## config.mk

```make
export PLATFORM = sky130hd
export DESIGN_NAME = irq_controller
export DESIGN_NICKNAME = d
export VERILOG_FILES = /design/src/rtl/irq_pkg.sv /design/src/rtl/irq_priority_encoder.sv /design/src/rtl/irq_controller.sv
export SDC_FILE = /design/constraint.sdc
export NUM_CORES = 1
export LEC_CHECK = 0
export ABC_AREA = 1
export CELL_PAD_IN_SITES_DETAIL_PLACEMENT = 1
export CELL_PAD_IN_SITES_GLOBAL_PLACEMENT = 1
export CORE_ASPECT_RATIO = 0.9
export CORE_MARGIN = 2
export CORE_UTILIZATION = 43
export DETAILED_ROUTE_END_ITERATION = 8
export PLACE_DENSITY_LB_ADDON = 0.2
export SYNTH_ARGS = -nofsm -noshare
export SYNTH_HDL_FRONTEND = slang
export SYNTH_HIERARCHICAL = 1
export SYNTH_SLANG_ARGS = --single-unit
```

## constraint.sdc

```tcl
create_clock -name clk -period 6.4 [get_ports clk]
set_input_delay 1.6 -clock clk [delete_from_list [all_inputs] [get_ports clk]]
set_output_delay 1.6 -clock clk [all_outputs]
set_load 0.01 [all_outputs]
```

## src/rtl/irq_pkg.sv

```systemverilog
// Shared definitions for the interrupt controller: register map, FSM encoding
// and default sizing.
package irq_pkg;

  localparam int NUM_IRQ_DEF = 24;
  localparam int VEC_W_DEF   = 5;

  localparam logic [2:0] REG_MASK_LO = 3'd0;
  localparam logic [2:0] REG_MASK_HI = 3'd1;
  localparam logic [2:0] REG_EDGE_LO = 3'd2;
  localparam logic [2:0] REG_EDGE_HI = 3'd3;
  localparam logic [2:0] REG_PEND_LO = 3'd4;
  localparam logic [2:0] REG_PEND_HI = 3'd5;
  localparam logic [2:0] REG_STATUS  = 3'd6;

  typedef enum logic [1:0] {
    IDLE    = 2'd0,
    REQ     = 2'd1,
    SERVICE = 2'd2
  } irq_state_e;

endpackage

```

## src/rtl/irq_priority_encoder.sv

```systemverilog
// Combinational priority encoder: the lowest set bit wins, index 0 is the
// highest priority.
module irq_priority_encoder #(
  parameter int N = 24,
  parameter int W = 5
) (
  input  logic [N-1:0] req_i,
  output logic         valid_o,
  output logic [W-1:0] index_o
);

  always_comb begin
    valid_o = |req_i;
    index_o = '0;
    // Scan downward so the lowest set index is the last one written.
    for (int i = N - 1; i >= 0; i--) begin
      if (req_i[i]) index_o = W'(i);
    end
  end

endmodule

```

## src/rtl/irq_controller.sv

```systemverilog
// Prioritised interrupt controller: synchronises the lines, keeps pending
// state, and runs the request/ack/service/done handshake towards the core.
module irq_controller
  import irq_pkg::*;
#(
  parameter int NUM_IRQ = NUM_IRQ_DEF,
  parameter int VEC_W   = VEC_W_DEF
) (
  input  logic               clk,
  input  logic               rst,
  input  logic [NUM_IRQ-1:0] irq,
  input  logic [2:0]         reg_addr,
  input  logic               reg_wr,
  input  logic [11:0]        reg_wdata,
  output logic [11:0]        reg_rdata,
  output logic               int_req,
  input  logic               int_ack,
  output logic [VEC_W-1:0]   int_vector,
  input  logic               int_done,
  output logic               in_service,
  output irq_state_e         dbg_state
);

  // Handshake: int_req is held until int_ack (one-cycle pulse) is seen in
  // REQ; in_service is held from the accepting edge until the int_done pulse.

  logic [NUM_IRQ-1:0] sync1_q, sync2_q, sprev_q;
  logic [NUM_IRQ-1:0] mask_q, mask_d;
  logic [NUM_IRQ-1:0] edge_q, edge_d;
  logic [NUM_IRQ-1:0] pend_q, pend_d;
  logic [NUM_IRQ-1:0] rise, clr, ack_clr, eligible;

  logic [23:0] mask_w, edge_w, pend_w;
  logic [23:0] mask_nx, edge_nx, w1c_w;
  logic [11:0] status_w;

  irq_state_e         state_q;
  logic               req_q, svc_q;
  logic [VEC_W-1:0]   vec_q;
  logic               win_valid;
  logic [VEC_W-1:0]   win_idx;
  logic               accept;

  // Register view padded to 24 bits; lines at or above NUM_IRQ read 0.
  always_comb begin
    mask_w = '0;
    edge_w = '0;
    pend_w = '0;
    mask_w[NUM_IRQ-1:0] = mask_q;
    edge_w[NUM_IRQ-1:0] = edge_q;
    pend_w[NUM_IRQ-1:0] = pend_q;
  end

  always_comb begin
    mask_nx = mask_w;
    edge_nx = edge_w;
    w1c_w   = '0;
    if (reg_wr) begin
      case (reg_addr)
        REG_MASK_LO: mask_nx[11:0]  = reg_wdata;
        REG_MASK_HI: mask_nx[23:12] = reg_wdata;
        REG_EDGE_LO: edge_nx[11:0]  = reg_wdata;
        REG_EDGE_HI: edge_nx[23:12] = reg_wdata;
        REG_PEND_LO: w1c_w[11:0]    = reg_wdata;
        REG_PEND_HI: w1c_w[23:12]   = reg_wdata;
        default: ;
      endcase
    end
    mask_d = mask_nx[NUM_IRQ-1:0];
    edge_d = edge_nx[NUM_IRQ-1:0];
  end

  irq_priority_encoder #(
    .N (NUM_IRQ),
    .W (VEC_W)
  ) u_prio (
    .req_i   (eligible),
    .valid_o (win_valid),
    .index_o (win_idx)
  );

  assign eligible = pend_q & mask_q;
  assign accept   = (state_q == REQ) && int_ack && win_valid;
  assign rise     = sync2_q & ~sprev_q;
  assign ack_clr  = accept ? (NUM_IRQ'(1) << win_idx) : '0;
  assign clr      = w1c_w[NUM_IRQ-1:0] | ack_clr;

  // Edge lines: a rising edge beats a same-cycle clear. Level lines mirror s.
  assign pend_d = (edge_q & (rise | (pend_q & ~clr))) | (~edge_q & sync2_q);

  always_ff @(posedge clk or posedge rst) begin
    if (rst) begin
      sync1_q <= '0;
      sync2_q <= '0;
      sprev_q <= '0;
      mask_q  <= '0;
      edge_q  <= '0;
      pend_q  <= '0;
    end else begin
      sync1_q <= irq;
      sync2_q <= sync1_q;
      sprev_q <= sync2_q;
      mask_q  <= mask_d;
      edge_q  <= edge_d;
      pend_q  <= pend_d;
    end
  end

  always_ff @(posedge clk or posedge rst) begin
    if (rst) begin
      state_q <= IDLE;
      req_q   <= 1'b0;
      svc_q   <= 1'b0;
      vec_q   <= '0;
    end else begin
      case (state_q)
        IDLE: begin
          if (win_valid) begin
            req_q   <= 1'b1;
            state_q <= REQ;
          end
        end
        REQ: begin
          // A withdrawn request takes precedence over a late ack.
          if (!win_valid) begin
            req_q   <= 1'b0;
            state_q <= IDLE;
          end else if (int_ack) begin
            vec_q   <= win_idx;
            req_q   <= 1'b0;
            svc_q   <= 1'b1;
            state_q <= SERVICE;
          end
        end
        SERVICE: begin
          if (int_done) begin
            svc_q   <= 1'b0;
            state_q <= IDLE;
          end
        end
        default: begin
          req_q   <= 1'b0;
          svc_q   <= 1'b0;
          state_q <= IDLE;
        end
      endcase
    end
  end

  assign int_req    = req_q;
  assign in_service = svc_q;
  assign int_vector = vec_q;
  assign dbg_state  = state_q;

  always_comb begin
    status_w      = '0;
    status_w[0]   = req_q;
    status_w[1]   = svc_q;
    status_w[6:2] = 5'(vec_q);
  end

  always_comb begin
    case (reg_addr)
      REG_MASK_LO: reg_rdata = mask_w[11:0];
      REG_MASK_HI: reg_rdata = mask_w[23:12];
      REG_EDGE_LO: reg_rdata = edge_w[11:0];
      REG_EDGE_HI: reg_rdata = edge_w[23:12];
      REG_PEND_LO: reg_rdata = pend_w[11:0];
      REG_PEND_HI: reg_rdata = pend_w[23:12];
      REG_STATUS:  reg_rdata = status_w;
      default:     reg_rdata = '0;
    endcase
  end

endmodule

```

==> run summary <==
The flow ran to the end, and the final reports show no timing, DRC or antenna violations. For the cell count after synthesis, the log shows 904. Cells fill 52.8% of the core in the end. The worst hold path belongs to the class reg2reg.

For the pin with the worst max-slew slack, the measured transition is 1.11 ns. The area enclosed by the die boundary is 17,400 sq um. For hold timing, the worst endpoint is sync2_q[13].

The share of flip-flops with an asynchronous set or reset was 100%. TritonCTS created 17 clock buffers. The count of maximum capacitance violations is 0, and the combinational fraction of design power is 22.0%. The die height is 125 microns, and the post-route standard cell area excluding fillers is 8480 sq um.

The count of buffers added on input and output ports is 64. STA classifies the critical path endpoint as an output port. The logs give 0 for the post-CTS setup buffer count and 63 for the pin count of the biggest net entering global routing. The first global-routing pass estimated 34.7 mm of wire.

Summed over all cells, the static leakage comes to 0.00448 uW. The final weighted congestion of routability-driven global placement came out at 0.915. Of all nets on the critical path, the largest fanout is 11. Sequential elements use 54.5% of the synthesized area. Of the total power, the clock network draws 35.6%. 65 I/O pins were placed. The number of design rule violations left after detail routing was 0. Post-CTS repair changed the size of 0 cells. The number of nets produced by synthesis is 948, and the number of enable flip-flop cells after synthesis is 0. For this run, the top clock speed supported by timing is 0.179 GHz.

The tools report the hold buffer count at cts as 0. Clock period minus worst slack: 5.58 ns. Synthesis inferred 153 register bits.

The critical setup path kind is in2out. The startpoint identified for the worst register-to-register timing path is mask_q[23]. The total cell area at the placement stage was 7880 sq um; the per-instance average area after synthesis was 7.77 sq um. The clock input transition at the sequential cells of the worst setup and hold paths is 0.07 ns, and the data required time at the worst endpoint is 4.80 ns.

The starting DRC count in detailed routing came out at 449. For this run, the leading register cell type out of synthesis is sky130_fd_sc_hd__dfrtp_1. Summed over its instances, the top area cell type makes up 54.5% of the synthesized netlist area.

Setup violations remaining at the end of the flow were counted as 0. Yosys attributes the largest share of cell area to sky130_fd_sc_hd__dfrtp_1 (55%), sky130_fd_sc_hd__nand2_1 (19%), sky130_fd_sc_hd__inv_1 (6.4%). The synthesized design spends more area on one cell type than any other, namely sky130_fd_sc_hd__dfrtp_1. Setup repair after global routing left no endpoint under its margin. In this run switching power makes up 34.5% of total power. From synthesis to final layout, the design area changed by 20.8%. For the relative contribution of sequential cells to total power, the log shows 42.4%. After detailed routing, the number of vias per cell comes to 5.14. The run gives 0 as the leftover overflow at the end of global routing.

The synthesized netlist occupies a cell area of 7020 sq um. Measured against its own limit, the worst slew margin works out to 25.7%. The worst setup path is launched from a primary input.

The routed layout has 6,111 vias. The peak ir drop on the vdd network was 0.210 mV; the number of distinct library cells after synthesis was 28. TritonCTS built the clock tree. The number of antenna violations at the first check in global routing is 0. After legalization and detailed placement, the total HPWL measured 15.4 mm.

The commonest cells after synthesis are sky130_fd_sc_hd__nand2_1 (352), sky130_fd_sc_hd__dfrtp_1 (153), sky130_fd_sc_hd__inv_1 (120). Power spread over the standard cell area amounts to 343 nW/um^2. For the worst-skew pair, the clock arrives at the later sink with an insertion delay of 0.44 ns. For this run, the total global-route usage over all layers was measured as 26.1%. The die width works out to 139 microns. The tools report the remaining number of nets flagged by the antenna check after routing as 0. Via count of the first global-routing pass: 6,182. CTS placed an instance of sky130_fd_sc_hd__clkbuf_16 at the clock tree root.

The internal power contribution came out at 1900 uW. For the count of antenna diodes in the layout, the log shows 0. The pre-antenna-repair detailed-routing pass consisted of 4 iterations.

The clock tree synthesis step divided the H-tree into 4 levels. The worst path arrival time is 3.98 ns. The proportion of layout cells with a drive suffix above 1 works out to 7.03%.

In this run the critical register-to-register path is captured at pend_q[23]. In this run the standard cell core region covers 16,100 sq um. Across the routed clock network, the largest skew measured is 0.00988 ns.

Maximum clock path buffer count: 2. After layout, the worst path uses 87.3% of the clock period. The number of rows in the core area is 44, and the number of cells on the worst hold path is 0. In the post-synthesis netlist, the cell with the most instances is sky130_fd_sc_hd__nand2_1. The starting density of the core is 43.7%. The mean routed wirelength per cell was 18.1 microns. For the number of warning messages in the yosys log, the log shows 6. Across all register-to-register paths, the minimum setup slack is 3.53 ns.

For the hold violation total from the final report, the log shows 0. The logic depth of the worst register-to-register path is 29. The number of max-slew violations in the final report came out at 0. After routing, the total negative slack on setup checks comes to 0 ns. The worst hold path begins at sync1_q[13]. The tools report the number of nets in the layout as 1,013.

In this run the power spent charging and discharging nets is 1000 uW. For this design, the sink count on the clock tree is 153. The tools report the final wirelength as 21.6 mm.
## registers in the layout (all words and copies together) (netlist names)
| register | cells |
|---|---|
| int_req | 1 |
| sync2_q | 24 |
| int_vector | 5 |
| in_service | 1 |
| mask_q | 24 |
| edge_q | 24 |
| dbg_state | 2 |
| pend_q | 24 |
| sprev_q | 24 |
| sync1_q | 24 |
## cell families (layout without fill, tap and decap cells)
family                 count (synthesis)  count (layout)  share of synthesized area (%)
buffers and inverters                153             231                           8.69
DFF                                  153             153                           54.5
AOI/OAI and AO/OA                     58              58                           4.92
and+or+nand+nor                      540             540                           31.9
## layer usage
metal / track usage [%] / part of all wire [%]
met3: 4.44 / 4.4
met2: 40.9 / 46
met5: 0 / 0
met4: 7.37 / 1.6
met1: 37.7 / 48
## through the flow
| stage | hold WS, ns | std cells | worst slack (ns) | total power, uW |
|---|---|---|---|---|
| 2_1_floorplan | 0.331 | 904 | 0.679 | 1590 |
| 5_1_grt | 0.360 | 1189 | 0.725 | 3070 |
| 6_report | 0.349 | 1189 | 0.816 | 2910 |
| 3_3_place_gp | 0.332 | 1157 | 0.929 | 1850 |
| 4_1_cts | 0.352 | 1189 | 0.824 | 2920 |
| 3_5_place_dp | 0.336 | 1157 | 0.826 | 1880 |
## critical path, cell delays in order
cell	delay, ns
sky130_fd_sc_hd__clkdlybuf4s50_1	0.65
sky130_fd_sc_hd__buf_4	0.32
sky130_fd_sc_hd__nor2_4	0.23
sky130_fd_sc_hd__nand2_1	0.30
sky130_fd_sc_hd__nor2_1	0.17
sky130_fd_sc_hd__nor2_1	0.06
sky130_fd_sc_hd__nand2_1	0.10
sky130_fd_sc_hd__clkdlybuf4s50_1	0.54
## how the worst max path moves through the flow
stage                 from      endpoint  slack (ns)  depth (start not counted)
5_1_grt        reg_addr[1]  reg_rdata[6]        0.73                          8
4_1_cts        reg_addr[1]  reg_rdata[6]        0.82                          8
3_5_place_dp   reg_addr[1]  reg_rdata[6]        0.83                          8
3_3_place_gp   reg_addr[1]  reg_rdata[6]        0.93                          8
6_report       reg_addr[1]  reg_rdata[6]        0.82                          8
2_1_floorplan          rst  dbg_state[0]        0.68                          1
## layout by cell type, fill, tap and decap left out
master                              n
sky130_fd_sc_hd__clkinv_1           1
sky130_fd_sc_hd__a21oi_2            1
sky130_fd_sc_hd__clkinv_8           3
sky130_fd_sc_hd__a211oi_1           1
sky130_fd_sc_hd__inv_2              2
sky130_fd_sc_hd__o311ai_0           1
sky130_fd_sc_hd__inv_8              4
sky130_fd_sc_hd__clkdlybuf4s50_1   63
sky130_fd_sc_hd__clkbuf_1           1
sky130_fd_sc_hd__nand3_1           69
sky130_fd_sc_hd__nand2_2            1
sky130_fd_sc_hd__nor2_4             2
sky130_fd_sc_hd__nand3_2            2
sky130_fd_sc_hd__buf_12             1
sky130_fd_sc_hd__inv_6              7
sky130_fd_sc_hd__nand4_1           20
sky130_fd_sc_hd__nor3_2             1
sky130_fd_sc_hd__nand3b_1           1
sky130_fd_sc_hd__o21ai_2           12
sky130_fd_sc_hd__a21oi_1            3
sky130_fd_sc_hd__nor4_1             2
sky130_fd_sc_hd__buf_2              1
sky130_fd_sc_hd__nor3_1             2
sky130_fd_sc_hd__nor2_2             1
sky130_fd_sc_hd__bufinv_16          1
sky130_fd_sc_hd__nand2_1          352
sky130_fd_sc_hd__dfrtp_1          153
sky130_fd_sc_hd__o21ai_0           40
sky130_fd_sc_hd__nor3_4             2
sky130_fd_sc_hd__nor2_1            85
sky130_fd_sc_hd__inv_1            119
sky130_fd_sc_hd__clkbuf_16         17
sky130_fd_sc_hd__buf_4             11
## power by group through the flow
stage	Combinational, uW	Clock [uW]	Sequential (uW)
floorplan	384	0	1200
global placement	611	0	1240
detailed placement	632	0	1240
CTS	639	1050	1230
global route	722	1100	1250
finish	639	1040	1230
## final cells by class
cell class	count	area [sq um]
Fill cell	1960	7590
Sequential cell	153	3830
Multi-Input combinational cell	598	2580
Timing Repair Buffer	76	738
Inverter	123	467
Clock buffer	18	429
Tap cell	207	259
Clock inverter	14	176
No activity file was read; power rests on OpenSTA's default activity.
